===== config.mk =====
export PLATFORM = sky130hd
export DESIGN_NAME = ftdi_fifo_responder
export DESIGN_NICKNAME = d
export VERILOG_FILES = /design/src/rtl/ftdi_fifo_responder.sv
export SDC_FILE = /design/constraint.sdc
export NUM_CORES = 1
export LEC_CHECK = 0
export CAP_MARGIN = 20
export CORE_MARGIN = 2
export CORE_UTILIZATION = 60
export CTS_CLUSTER_SIZE = 28
export DETAILED_ROUTE_END_ITERATION = 8
export PLACE_DENSITY = 0.81
export SYNTH_ARGS = -nofsm -noshare
export SYNTH_HDL_FRONTEND = slang
export SYNTH_SLANG_ARGS = --single-unit

===== constraint.sdc =====
create_clock -name clock -period 11.9 [get_ports clock]
set_input_delay 1.785 -clock clock [delete_from_list [all_inputs] [get_ports clock]]
set_output_delay 1.785 -clock clock [all_outputs]
set_load 0.03 [all_outputs]

===== src/rtl/ftdi_fifo_responder.sv =====
`default_nettype none
// ============================================================================
// Module   : ftdi_fifo_responder
// Brief    : Device-side model of an FTDI async 245-FIFO; inject stream feeds
//            host reads, host writes leave on the capture stream.
// Revision : 1.0
// ============================================================================
module ftdi_fifo_responder #(
    parameter int DEPTH         = 16,
    parameter int RXF_PRECHARGE = 2,
    parameter int TXE_PRECHARGE = 2
) (
    input  logic        clock,
    input  logic        reset,
    input  logic        clear,
    input  logic        ftdi_rd,
    input  logic        ftdi_wr,
    input  logic        adbus_tri,
    input  logic [7:0]  adbus_in,
    output logic        rxf,
    output logic        txe,
    output logic [7:0]  adbus_out,
    output logic        adbus_drive,
    input  logic        inject_valid,
    input  logic [7:0]  inject_data,
    output logic        inject_ready,
    output logic        capture_valid,
    output logic [7:0]  capture_data,
    input  logic        capture_ready,
    output logic        rd_err,
    output logic        wr_err,
    output logic [15:0] rd_count,
    output logic [15:0] wr_count
);

    localparam int            c_AW      = $clog2(DEPTH);
    localparam logic [c_AW:0] c_PTR_ONE = (c_AW + 1)'(1);
    localparam logic [7:0]    c_RXF_PRE = 8'(RXF_PRECHARGE);
    localparam logic [7:0]    c_TXE_PRE = 8'(TXE_PRECHARGE);

    typedef enum logic [1:0] {
        R_IDLE   = 2'd0,
        R_ACTIVE = 2'd1,
        R_PRE    = 2'd2
    } rd_state_t;

    typedef enum logic [1:0] {
        W_IDLE   = 2'd0,
        W_ACTIVE = 2'd1,
        W_PRE    = 2'd2
    } wr_state_t;

    rd_state_t     r_rd_state, w_rd_state_nxt;
    wr_state_t     r_wr_state, w_wr_state_nxt;
    logic [7:0]    r_rd_pre, w_rd_pre_nxt;
    logic [7:0]    r_wr_pre, w_wr_pre_nxt;
    logic          r_rd_q, r_wr_q;
    logic [7:0]    r_hold;
    logic          r_bad, w_bad_nxt;
    logic          r_rd_err, r_wr_err;
    logic [15:0]   r_rd_count, r_wr_count;
    logic [c_AW:0] r_inj_wp, r_inj_rp, r_cap_wp, r_cap_rp;
    logic [7:0]    r_inj_mem [DEPTH];
    logic [7:0]    r_cap_mem [DEPTH];

    logic [c_AW:0] w_inj_lvl, w_cap_lvl;
    logic          w_inj_empty, w_inj_full, w_cap_empty, w_cap_full;
    logic          w_inj_push, w_inj_pop, w_cap_push, w_cap_pop;
    logic          w_both, w_rd_rise, w_wr_rise;
    logic          w_rxf_fsm, w_txe_fsm, w_drive_fsm, w_latch;
    logic          w_rd_err_set, w_wr_err_set;

    // DEPTH is a power of two, so the level MSB alone marks "full"
    assign w_inj_lvl   = r_inj_wp - r_inj_rp;
    assign w_cap_lvl   = r_cap_wp - r_cap_rp;
    assign w_inj_empty = (w_inj_lvl == '0);
    assign w_inj_full  = w_inj_lvl[c_AW];
    assign w_cap_empty = (w_cap_lvl == '0);
    assign w_cap_full  = w_cap_lvl[c_AW];

    assign w_both    = !ftdi_rd && !ftdi_wr;
    assign w_rd_rise = ftdi_rd && !r_rd_q;
    assign w_wr_rise = ftdi_wr && !r_wr_q;

    assign w_inj_push = inject_valid && !w_inj_full;
    assign w_cap_pop  = !w_cap_empty && capture_ready;

    always_comb begin
        w_rd_state_nxt = r_rd_state;
        w_rd_pre_nxt   = r_rd_pre;
        w_rxf_fsm      = 1'b1;
        w_drive_fsm    = 1'b0;
        w_inj_pop      = 1'b0;
        case (r_rd_state)
            R_IDLE: begin
                w_rxf_fsm   = w_inj_empty;
                w_drive_fsm = !ftdi_rd && !w_inj_empty;
                if (!ftdi_rd && !w_inj_empty && !w_both)
                    w_rd_state_nxt = R_ACTIVE;
            end
            R_ACTIVE: begin
                w_rxf_fsm   = 1'b0;
                w_drive_fsm = !ftdi_rd;
                if (w_rd_rise) begin
                    w_inj_pop      = 1'b1;
                    w_rd_pre_nxt   = c_RXF_PRE;
                    w_rd_state_nxt = R_PRE;
                end
            end
            R_PRE: begin
                w_rd_pre_nxt = r_rd_pre - 8'd1;
                if (r_rd_pre <= 8'd1)
                    w_rd_state_nxt = R_IDLE;
            end
            default: w_rd_state_nxt = R_IDLE;
        endcase
    end

    always_comb begin
        w_wr_state_nxt = r_wr_state;
        w_wr_pre_nxt   = r_wr_pre;
        w_txe_fsm      = 1'b1;
        w_latch        = 1'b0;
        w_cap_push     = 1'b0;
        w_bad_nxt      = r_bad;
        case (r_wr_state)
            W_IDLE: begin
                w_txe_fsm = w_cap_full;
                if (!ftdi_wr && !w_cap_full && !w_both) begin
                    w_wr_state_nxt = W_ACTIVE;
                    w_latch        = 1'b1;
                    w_bad_nxt      = !adbus_tri;
                end
            end
            W_ACTIVE: begin
                w_txe_fsm = 1'b0;
                if (!ftdi_wr) begin
                    w_latch = !w_both;
                    if (!adbus_tri)
                        w_bad_nxt = 1'b1;
                end else if (w_wr_rise) begin
                    // A transfer that saw an undriven bus is dropped silently
                    w_cap_push     = !r_bad;
                    w_wr_pre_nxt   = c_TXE_PRE;
                    w_wr_state_nxt = W_PRE;
                end
            end
            W_PRE: begin
                w_wr_pre_nxt = r_wr_pre - 8'd1;
                if (r_wr_pre <= 8'd1)
                    w_wr_state_nxt = W_IDLE;
            end
            default: w_wr_state_nxt = W_IDLE;
        endcase
    end

    assign w_rd_err_set = (!ftdi_rd && w_rxf_fsm) || w_both || (w_drive_fsm && adbus_tri);
    assign w_wr_err_set = (!ftdi_wr && w_txe_fsm) || w_both ||
                          (!ftdi_wr && !adbus_tri &&
                           (r_wr_state == W_IDLE || r_wr_state == W_ACTIVE));

    always_ff @(posedge clock or posedge reset) begin
        if (reset) begin
            r_rd_state <= R_IDLE;
            r_wr_state <= W_IDLE;
            r_rd_pre   <= 8'd0;
            r_wr_pre   <= 8'd0;
            r_rd_q     <= 1'b1;
            r_wr_q     <= 1'b1;
            r_hold     <= 8'd0;
            r_bad      <= 1'b0;
            r_rd_err   <= 1'b0;
            r_wr_err   <= 1'b0;
            r_rd_count <= 16'd0;
            r_wr_count <= 16'd0;
            r_inj_wp   <= '0;
            r_inj_rp   <= '0;
            r_cap_wp   <= '0;
            r_cap_rp   <= '0;
        end else if (clear) begin
            r_rd_state <= R_IDLE;
            r_wr_state <= W_IDLE;
            r_rd_pre   <= 8'd0;
            r_wr_pre   <= 8'd0;
            r_rd_q     <= 1'b1;
            r_wr_q     <= 1'b1;
            r_hold     <= 8'd0;
            r_bad      <= 1'b0;
            r_rd_err   <= 1'b0;
            r_wr_err   <= 1'b0;
            r_rd_count <= 16'd0;
            r_wr_count <= 16'd0;
            r_inj_wp   <= '0;
            r_inj_rp   <= '0;
            r_cap_wp   <= '0;
            r_cap_rp   <= '0;
        end else begin
            r_rd_q     <= ftdi_rd;
            r_wr_q     <= ftdi_wr;
            r_rd_state <= w_rd_state_nxt;
            r_wr_state <= w_wr_state_nxt;
            r_rd_pre   <= w_rd_pre_nxt;
            r_wr_pre   <= w_wr_pre_nxt;
            r_bad      <= w_bad_nxt;
            if (w_latch)
                r_hold <= adbus_in;
            if (w_rd_err_set)
                r_rd_err <= 1'b1;
            if (w_wr_err_set)
                r_wr_err <= 1'b1;
            if (w_inj_push)
                r_inj_wp <= r_inj_wp + c_PTR_ONE;
            if (w_inj_pop) begin
                r_inj_rp   <= r_inj_rp + c_PTR_ONE;
                r_rd_count <= r_rd_count + 16'd1;
            end
            if (w_cap_push) begin
                r_cap_wp   <= r_cap_wp + c_PTR_ONE;
                r_wr_count <= r_wr_count + 16'd1;
            end
            if (w_cap_pop)
                r_cap_rp <= r_cap_rp + c_PTR_ONE;
        end
    end

    always_ff @(posedge clock) begin
        if (w_inj_push)
            r_inj_mem[r_inj_wp[c_AW-1:0]] <= inject_data;
        if (w_cap_push)
            r_cap_mem[r_cap_wp[c_AW-1:0]] <= r_hold;
    end

    // Handshake outputs are forced idle for as long as reset or clear is held
    assign rxf           = reset || clear || w_rxf_fsm;
    assign txe           = reset || clear || w_txe_fsm;
    assign adbus_drive   = !reset && !clear && w_drive_fsm;
    assign adbus_out     = w_inj_empty ? 8'h00 : r_inj_mem[r_inj_rp[c_AW-1:0]];
    assign inject_ready  = !w_inj_full;
    assign capture_valid = !w_cap_empty;
    assign capture_data  = w_cap_empty ? 8'h00 : r_cap_mem[r_cap_rp[c_AW-1:0]];
    assign rd_err        = r_rd_err;
    assign wr_err        = r_wr_err;
    assign rd_count      = r_rd_count;
    assign wr_count      = r_wr_count;

endmodule
`default_nettype wire

==> results of run 1 <==
## registers in the layout, summed over array words and instances (netlist names)
signal	flops
r_bad	1
r_cap_mem	128
r_cap_rp	5
r_cap_wp	5
r_hold	8
r_inj_mem	128
r_inj_rp	5
r_inj_wp	5
r_rd_pre	8
r_rd_q	1
r_rd_state	2
r_wr_pre	8
r_wr_q	1
r_wr_state	2
rd_count	16
rd_err	1
wr_count	16
wr_err	1
## metrics by stage
stage / hold WS, ps / setup WS [ps]
3_5_place_dp: 523.4 / 6477
5_1_grt: 562.5 / 6001
4_1_cts: 536.7 / 6187
3_3_place_gp: 514.1 / 6499
6_report: 531.7 / 6180
2_1_floorplan: 501.6 / 7168
## power by group
group,leakage (nW),switching [mW],internal [mW]
Clock,0.572,0.454,0.651
Combinational,1.94,0.211,0.166
Sequential,3.50,0.0278,1.31
Total,6.01,0.692,2.13
## cell usage in the layout, fill, tap and decap left out, types with 4 or more instances in the layout
| master | instances |
|---|---|
| a211oi_1 | 5 |
| a21oi_1 | 22 |
| a311oi_1 | 8 |
| and3_1 | 13 |
| and4_1 | 6 |
| and4b_1 | 8 |
| buf_4 | 15 |
| clkbuf_1 | 7 |
| clkbuf_16 | 37 |
| clkdlybuf4s50_1 | 77 |
| clkinv_1 | 7 |
| clkinv_2 | 9 |
| dfrtp_1 | 81 |
| edfxtp_1 | 256 |
| ha_1 | 24 |
| inv_1 | 14 |
| mux2_2 | 5 |
| mux2i_1 | 9 |
| mux4_2 | 72 |
| nand2_1 | 81 |
| nand2b_1 | 10 |
| nand3_1 | 9 |
| nand3b_1 | 4 |
| nand4_1 | 16 |
| nor2_1 | 75 |
| nor2b_1 | 17 |
| nor3_1 | 18 |
| nor4_1 | 5 |
| nor4bb_1 | 5 |
| o211a_1 | 4 |
| o21ai_0 | 12 |
| o31ai_1 | 5 |
| or3_1 | 8 |
| or4_1 | 4 |
| xnor2_1 | 19 |
| xor2_1 | 28 |
## final cells by class
type / count / area, sq um
clock buffers: 46 / 979.7
multi-input cells: 533 / 4651
flip-flops and latches: 341 / 9819
clock inverters: 20 / 186.4
fillers: 1545 / 7222
inverters: 20 / 76.32
repair buffers: 94 / 908.4
well taps: 324 / 405.4
## cell families (layout without fill, tap and decap cells)
kind of cell,count (synthesis),after routing,share of synthesized area
buffers and inverters,69,180,0.01900
muxes,88,88,0.1214
and+or+nand+nor,296,296,0.1048
xor gates and xnor gates,49,49,0.03105
DFF,341,341,0.6656
AOI/OAI and AO/OA,76,76,0.03776
adders and majority gates,24,24,0.02036
## synthesized netlist by cell type, drive strengths merged (13+ instances only)
cell      n
nor2     75
inv      17
nor2b    17
dfrtp    83
edfxtp  256
a21oi    22
xnor2    19
mux4     72
nand2    81
clkbuf   37
and3     13
nand4    16
ha       24
nor3     18
xor2     28
## critical path: stages, from the launching register on
cell and delay, ps:
dfrtp_1 620, clkinv_1 380, ha_1 340, xor3_1 180, and4_1 200, o2111a_1 440, nor2b_1 240, or4_1 400
clkdlybuf4s50_1 600
## metal layers
layer,up-vias,share of wire,track usage
met3,62,0.055,0.03977
met5,-,0,0
met2,307,0.51,0.4026
met4,0,0.025,0.07711
li1,3789,-,-
met1,4238,0.41,0.3256
## worst paths after layout
path / cells past startpoint / slack [ps] / to / start
worst max-delay path: 8 / 6180 / rxf / r_inj_rp[3]$_DFFE_PP0P_
worst min-delay path: 1 / 530 / rd_err$_DFFE_PP0P_ / rd_err$_DFFE_PP0P_
worst max register to register: 8 / 8440 / r_inj_mem[4][4]$_DFFE_PP_ / r_inj_rp[1]$_DFFE_PP0P_
worst min register to register: 1 / 530 / rd_err$_DFFE_PP0P_ / rd_err$_DFFE_PP0P_
max in group asynchronous: 4 / 9350 / r_wr_q$_DFF_PP1_ / reset
min in group asynchronous: 2 / 1540 / rd_count[0]$_DFFE_PP0P_ / reset
==> key figures, run 1 <==
Run status
  – Outcome: finished, final reports clean

Global routing
  – Initial antenna violation count: 0
  – GRT Total Usage: 0.2394
  – Grt ovf: 0
  – Largest net degree at the start of global routing: 78
  – Vias in the first global route: 8513
  – First-pass GRT wire length: 47.73 mm

STA
  – Post-Route Setup TNS: 0 ps
  – Final period util: 0.4807
  – Max-slew violations: 0
  – Worst-Margin Slew: 960.5 ps
  – Final hold vios: 0
  – Relative slew slack: 0.3597
  – Max Fclk: 174.8 MHz
  – Min Tclk post-route: 5720 ps
  – RSZ-0062 raised after global routing: false
  – Final setup fails: 0
  – Final Skew: 12.01 ps

CTS
  – H-tree depth: 2
  – CTS tree: done
  – Clock transition at the registers of the reported paths: 60 ps
  – CTS root buffer: clkbuf_16
  – Post-CTS Repair Setup Buffers: 0
  – Hold_buf cts: 0
  – Clk_lat worst skew: approximately 520 ps
  – # clock sinks: around 340
  – Clk buf depth: 3
  – Post-CTS Resized: 0
  – CTS buffer count: 36

Drt
  – Drt drc: 0
  – Via-to-Cell Ratio: 6.093
  – Via Count: between 8000 and 9000
  – Antenna-violating nets left: 0
  – Drt first pass iters: 5
  – Routed WL per cell: around 22 um
  – Total Routed Length: 30.05 mm
  – Drt initial violations: ~720

Yosys
  – Asr flop ratio synth: 0.2493
  – EDFF count, synth: 256
  – Register area share after synthesis: 0.6656
  – Area leader, netlist: edfxtp_1
  – Synthesis-stage register bit count: 341
  – Syn Inst Count: 943
  – Synth top area share: 0.5213
  – Top FF cell, synth: edfxtp_1
  – Synth top area cells: edfxtp_1, dfrtp_1, mux4_2
  – Post-synth cell types: 66
  – Post-Syn Nets: 991
  – Mapped Area: approximately 0.015 sq mm
  – Post-Syn Area per Cell: 15.64 sq um
  – Synth Warn #: 0

Die
  – DIE WIDTH: 160.8 um
  – Die Y: 160.8 um
  – Die ar.: 0.02585 sq mm
  – Io pins: 79
  – Standard-cell row count: 57
  – Placeable Area: 0.02425 sq mm
  – Initial Util: 0.6082

Finish
  – Nets: 1074
  – Non-Filler Instances: 1378
  – Final Cell Area: 0.01703 sq mm
  – Antenna Cells: 0
  – P&R area growth vs syn: 15.45%
  – Fin util: 0.7022
  – Layout cells sized above 1: 0.1594

Power and ir drop
  – Peak VDD IR: 0.0001465 V
  – Power Density: 165.7 mW/mm^2
  – Tot Pwr: 2.820 mW
  – Static Leak: 6.011 nW

Place
  – PortBufs: 78
  – Dpl cells: 1311
  – Placed wire-length estimate: 18.42 mm
  – Routability Congestion: 0.8092
  – Placed cell areas: around 0.016 sq mm

Worst setup path
  – CP required: 10120 ps
  – Setup CP Type: reg -> out
  – Worst EP arrival: 3930 ps
  – CP max FO: 11
  – Startpoint types: flop
  – Worst setup EP type: output port

Worst hold path
  – Hold crit path type: reg -> reg

Job
  – Max-Cap Viols: 0
No activity file was read; power rests on OpenSTA's default activity.
==> run 2: changes to the inputs <==
- CORE_UTILIZATION: 60 -> 54
- PLACE_DENSITY: 0.81 -> 0.77
- clock period: 11.9 -> 5.25 ns (I/O delays scaled with it)
==> run 2 against run 1 <==
Against the previous run:
- critical path depth is the same
- design area hardly changed
- sequential power increased by 130%
- critical path type unchanged
- highest routed layer unchanged
==> key figures, run 2 (synthesized netlist as in run 1, its figures left out) <==
STA
  – Fin worst setup slack: 593.7 ps (-5586 ps)
  – Final Skew: 19.87 ps (+7.857 ps)
  – Max Fclk: 214.8 MHz
  – Max-slew violations: 0 (unchanged)
  – Relative slew slack: 0.3551 (-0.004543)
  – Post-Route Setup TNS: 0 ps (unchanged)
  – Final hold vios: 0 (unchanged)
  – Final period util: 0.8869
  – Final setup fails: 0 (unchanged)
  – Min Tclk post-route: 4656 ps
  – RSZ-0062 raised after global routing: false
  – Worst-Margin Slew: 963.7 ps (+3.255 ps)

Power and ir drop
  – Static Leak: 5.992 nW (-0.31%)
  – Tot Pwr: 6.338 mW (+120%)
  – Peak VDD IR: 0.0003317 V (+130%)
  – Power Density: 372.5 mW/mm^2 (+120%)

Drt
  – Drt initial violations: 806 (+13%)
  – Drt first pass iters: 5 (unchanged)
  – Via Count: 8282 (-1.4%)
  – Via-to-Cell Ratio: 5.941 (-2.5%)
  – Routed WL per cell: 21.37 um (-2.0%)
  – Antenna-violating nets left: 0 (unchanged)
  – Drt drc: 0 (unchanged)
  – Total Routed Length: 29.79 mm (-0.87%)

Worst setup path
  – Setup CP Type: reg -> out
  – Critical Path End: rxf
  – Worst setup EP type: output port
  – Crit path from: r_inj_rp[3]$_DFFE_PP0P_
  – Worst reg2reg path depth: 7 (-1)
  – Reg2reg end: r_inj_mem[8][6]$_DFFE_PP_
  – CP required: 4460 ps (-5660 ps)
  – Startpoint types: flop
  – FF-to-FF Start: r_inj_rp[3]$_DFFE_PP0P_
  – Worst reg-to-reg setup slack: 1980 ps (-6460 ps)
  – CP max FO: 11 (unchanged)
  – Worst EP arrival: 3870 ps (-60 ps)

Finish
  – Layout cells sized above 1: 0.1567 (-0.002698)
  – P&R area growth vs syn: 15.37% (about the same)
  – Commonest non-fill, non-tap cell in the layout: edfxtp_1
  – Nets: 1074 (unchanged)
  – Antenna Cells: 0 (unchanged)
  – Commonest non-fill, non-tap cells in the layout: edfxtp_1, nand2_1, dfrtp_1, clkdlybuf4s50_1, nor2_1

Die
  – Die Y: 169.3 um (+5.3%)
  – Placeable Area: 0.02688 sq mm (+11%)
  – Initial Util: 0.5487 (-0.05946)
  – Standard-cell row count: 60 (+5.3%)
  – DIE WIDTH: 169.3 um (+5.3%)
  – Io pins: 79 (unchanged)
  – Die ar.: 0.02865 sq mm (+11%)

Global routing
  – Vias in the first global route: 8295 (-2.6%)
  – First-pass GRT wire length: 47.05 mm (-1.4%)
  – Largest net degree at the start of global routing: 51 (-35%)
  – Grt ovf: 0 (unchanged)
  – Initial antenna violation count: 0 (unchanged)
  – GRT Total Usage: 0.2148 (-0.02461)

Place
  – Pre-CTS setup slack: 1161 ps (-5316 ps)
  – Routability Congestion: 0.8349 (+3.2%)
  – PortBufs: 78 (unchanged)
  – Placed wire-length estimate: 18.90 mm (+2.6%)

CTS
  – # clock sinks: 341 (unchanged)
  – Clk_lat worst skew: 530 ps (about the same)
  – Hold_buf cts: 0 (unchanged)
  – Post-CTS Repair Setup Buffers: 0 (unchanged)
  – Post-CTS Resized: 0 (unchanged)
  – CTS tree: done
  – CTS buffer count: 36 (unchanged)
  – Clk buf depth: 3 (unchanged)
  – H-tree depth: 2 (unchanged)
  – CTS root buffer: clkbuf_16
  – Clock transition at the registers of the reported paths: 60 ps (about the same)

Run status
  – Outcome: finished, final reports clean

Worst hold path
  – Hold crit path type: reg -> reg

Job
  – Max-Cap Viols: 0 (unchanged)
-- run 2: cell count changes in the layout (fill, tap and decap cells not counted), sizes merged --
cell,delta
clkinvlp,-1
inv,-2
clkbuf,+4
buf,-1
bufinv,-1
-- run 2: final cells by class --
class | count | area [sq um]
fillers | 1948 | 9861
inverters | 20 | 76.32
well taps | 341 | 426.7
flip-flops and latches | 341 | 9819
repair buffers | 94 | 895.9
clock inverters | 16 | 166.4
clock buffers | 49 | 979.7
multi-input cells | 533 | 4651
-- run 2: how the worst min path moves through the flow --
stage                             start                       end  depth (start not counted)
6_report             rd_err$_DFFE_PP0P_        rd_err$_DFFE_PP0P_                          1
5_1_grt              rd_err$_DFFE_PP0P_        rd_err$_DFFE_PP0P_                          1
4_1_cts              rd_err$_DFFE_PP0P_        rd_err$_DFFE_PP0P_                          1
3_5_place_dp         rd_err$_DFFE_PP0P_        rd_err$_DFFE_PP0P_                          1
3_3_place_gp   wr_count[15]$_DFFE_PP0P_  wr_count[15]$_DFFE_PP0P_                          2
2_1_floorplan   r_wr_pre[6]$_DFFE_PP0P_   r_wr_pre[6]$_DFFE_PP0P_                          2
-- run 2: per-layer routing --
metal,vias up,wire (um),GRT usage
li1,3795,-,-
met1,4200,12730,0.3029
met2,246,14770,0.3533
met3,41,1767,0.03708
met4,0,514,0.05314
met5,-,0,0.006957
-- run 2: stage by stage --
step | hold slack, ps | cells | util | area, sq um
final | 528.9 | 1394 | 0.6331 | 17020
after global routing | 546.7 | 1394 | 0.6331 | 17020
after CTS | 536.5 | 1393 | 0.6328 | 17010
after detailed placement | 518.4 | 1328 | 0.5902 | 15860
after global placement | 518.1 | 1328 | 0.5902 | 15860
after floorplan | 501.6 | 943 | - | 14750
-- run 2: worst max-delay path, stage by stage (launching register included) --
cell             delay (ps)
dfrtp_1                 570
clkinv_1                350
ha_1                    330
xor3_1                  190
and4_1                  210
o2111a_1                440
nor2b_1                 240
or4_1                   410
clkdlybuf4s50_1         600
-- run 2: power breakdown --
group	switching [mW]	internal (mW)	leakage, nW
registers	0.0637	2.97	3.50
logic	0.483	0.375	1.94
clock network	1.02	1.42	0.558
total	1.57	4.77	5.99
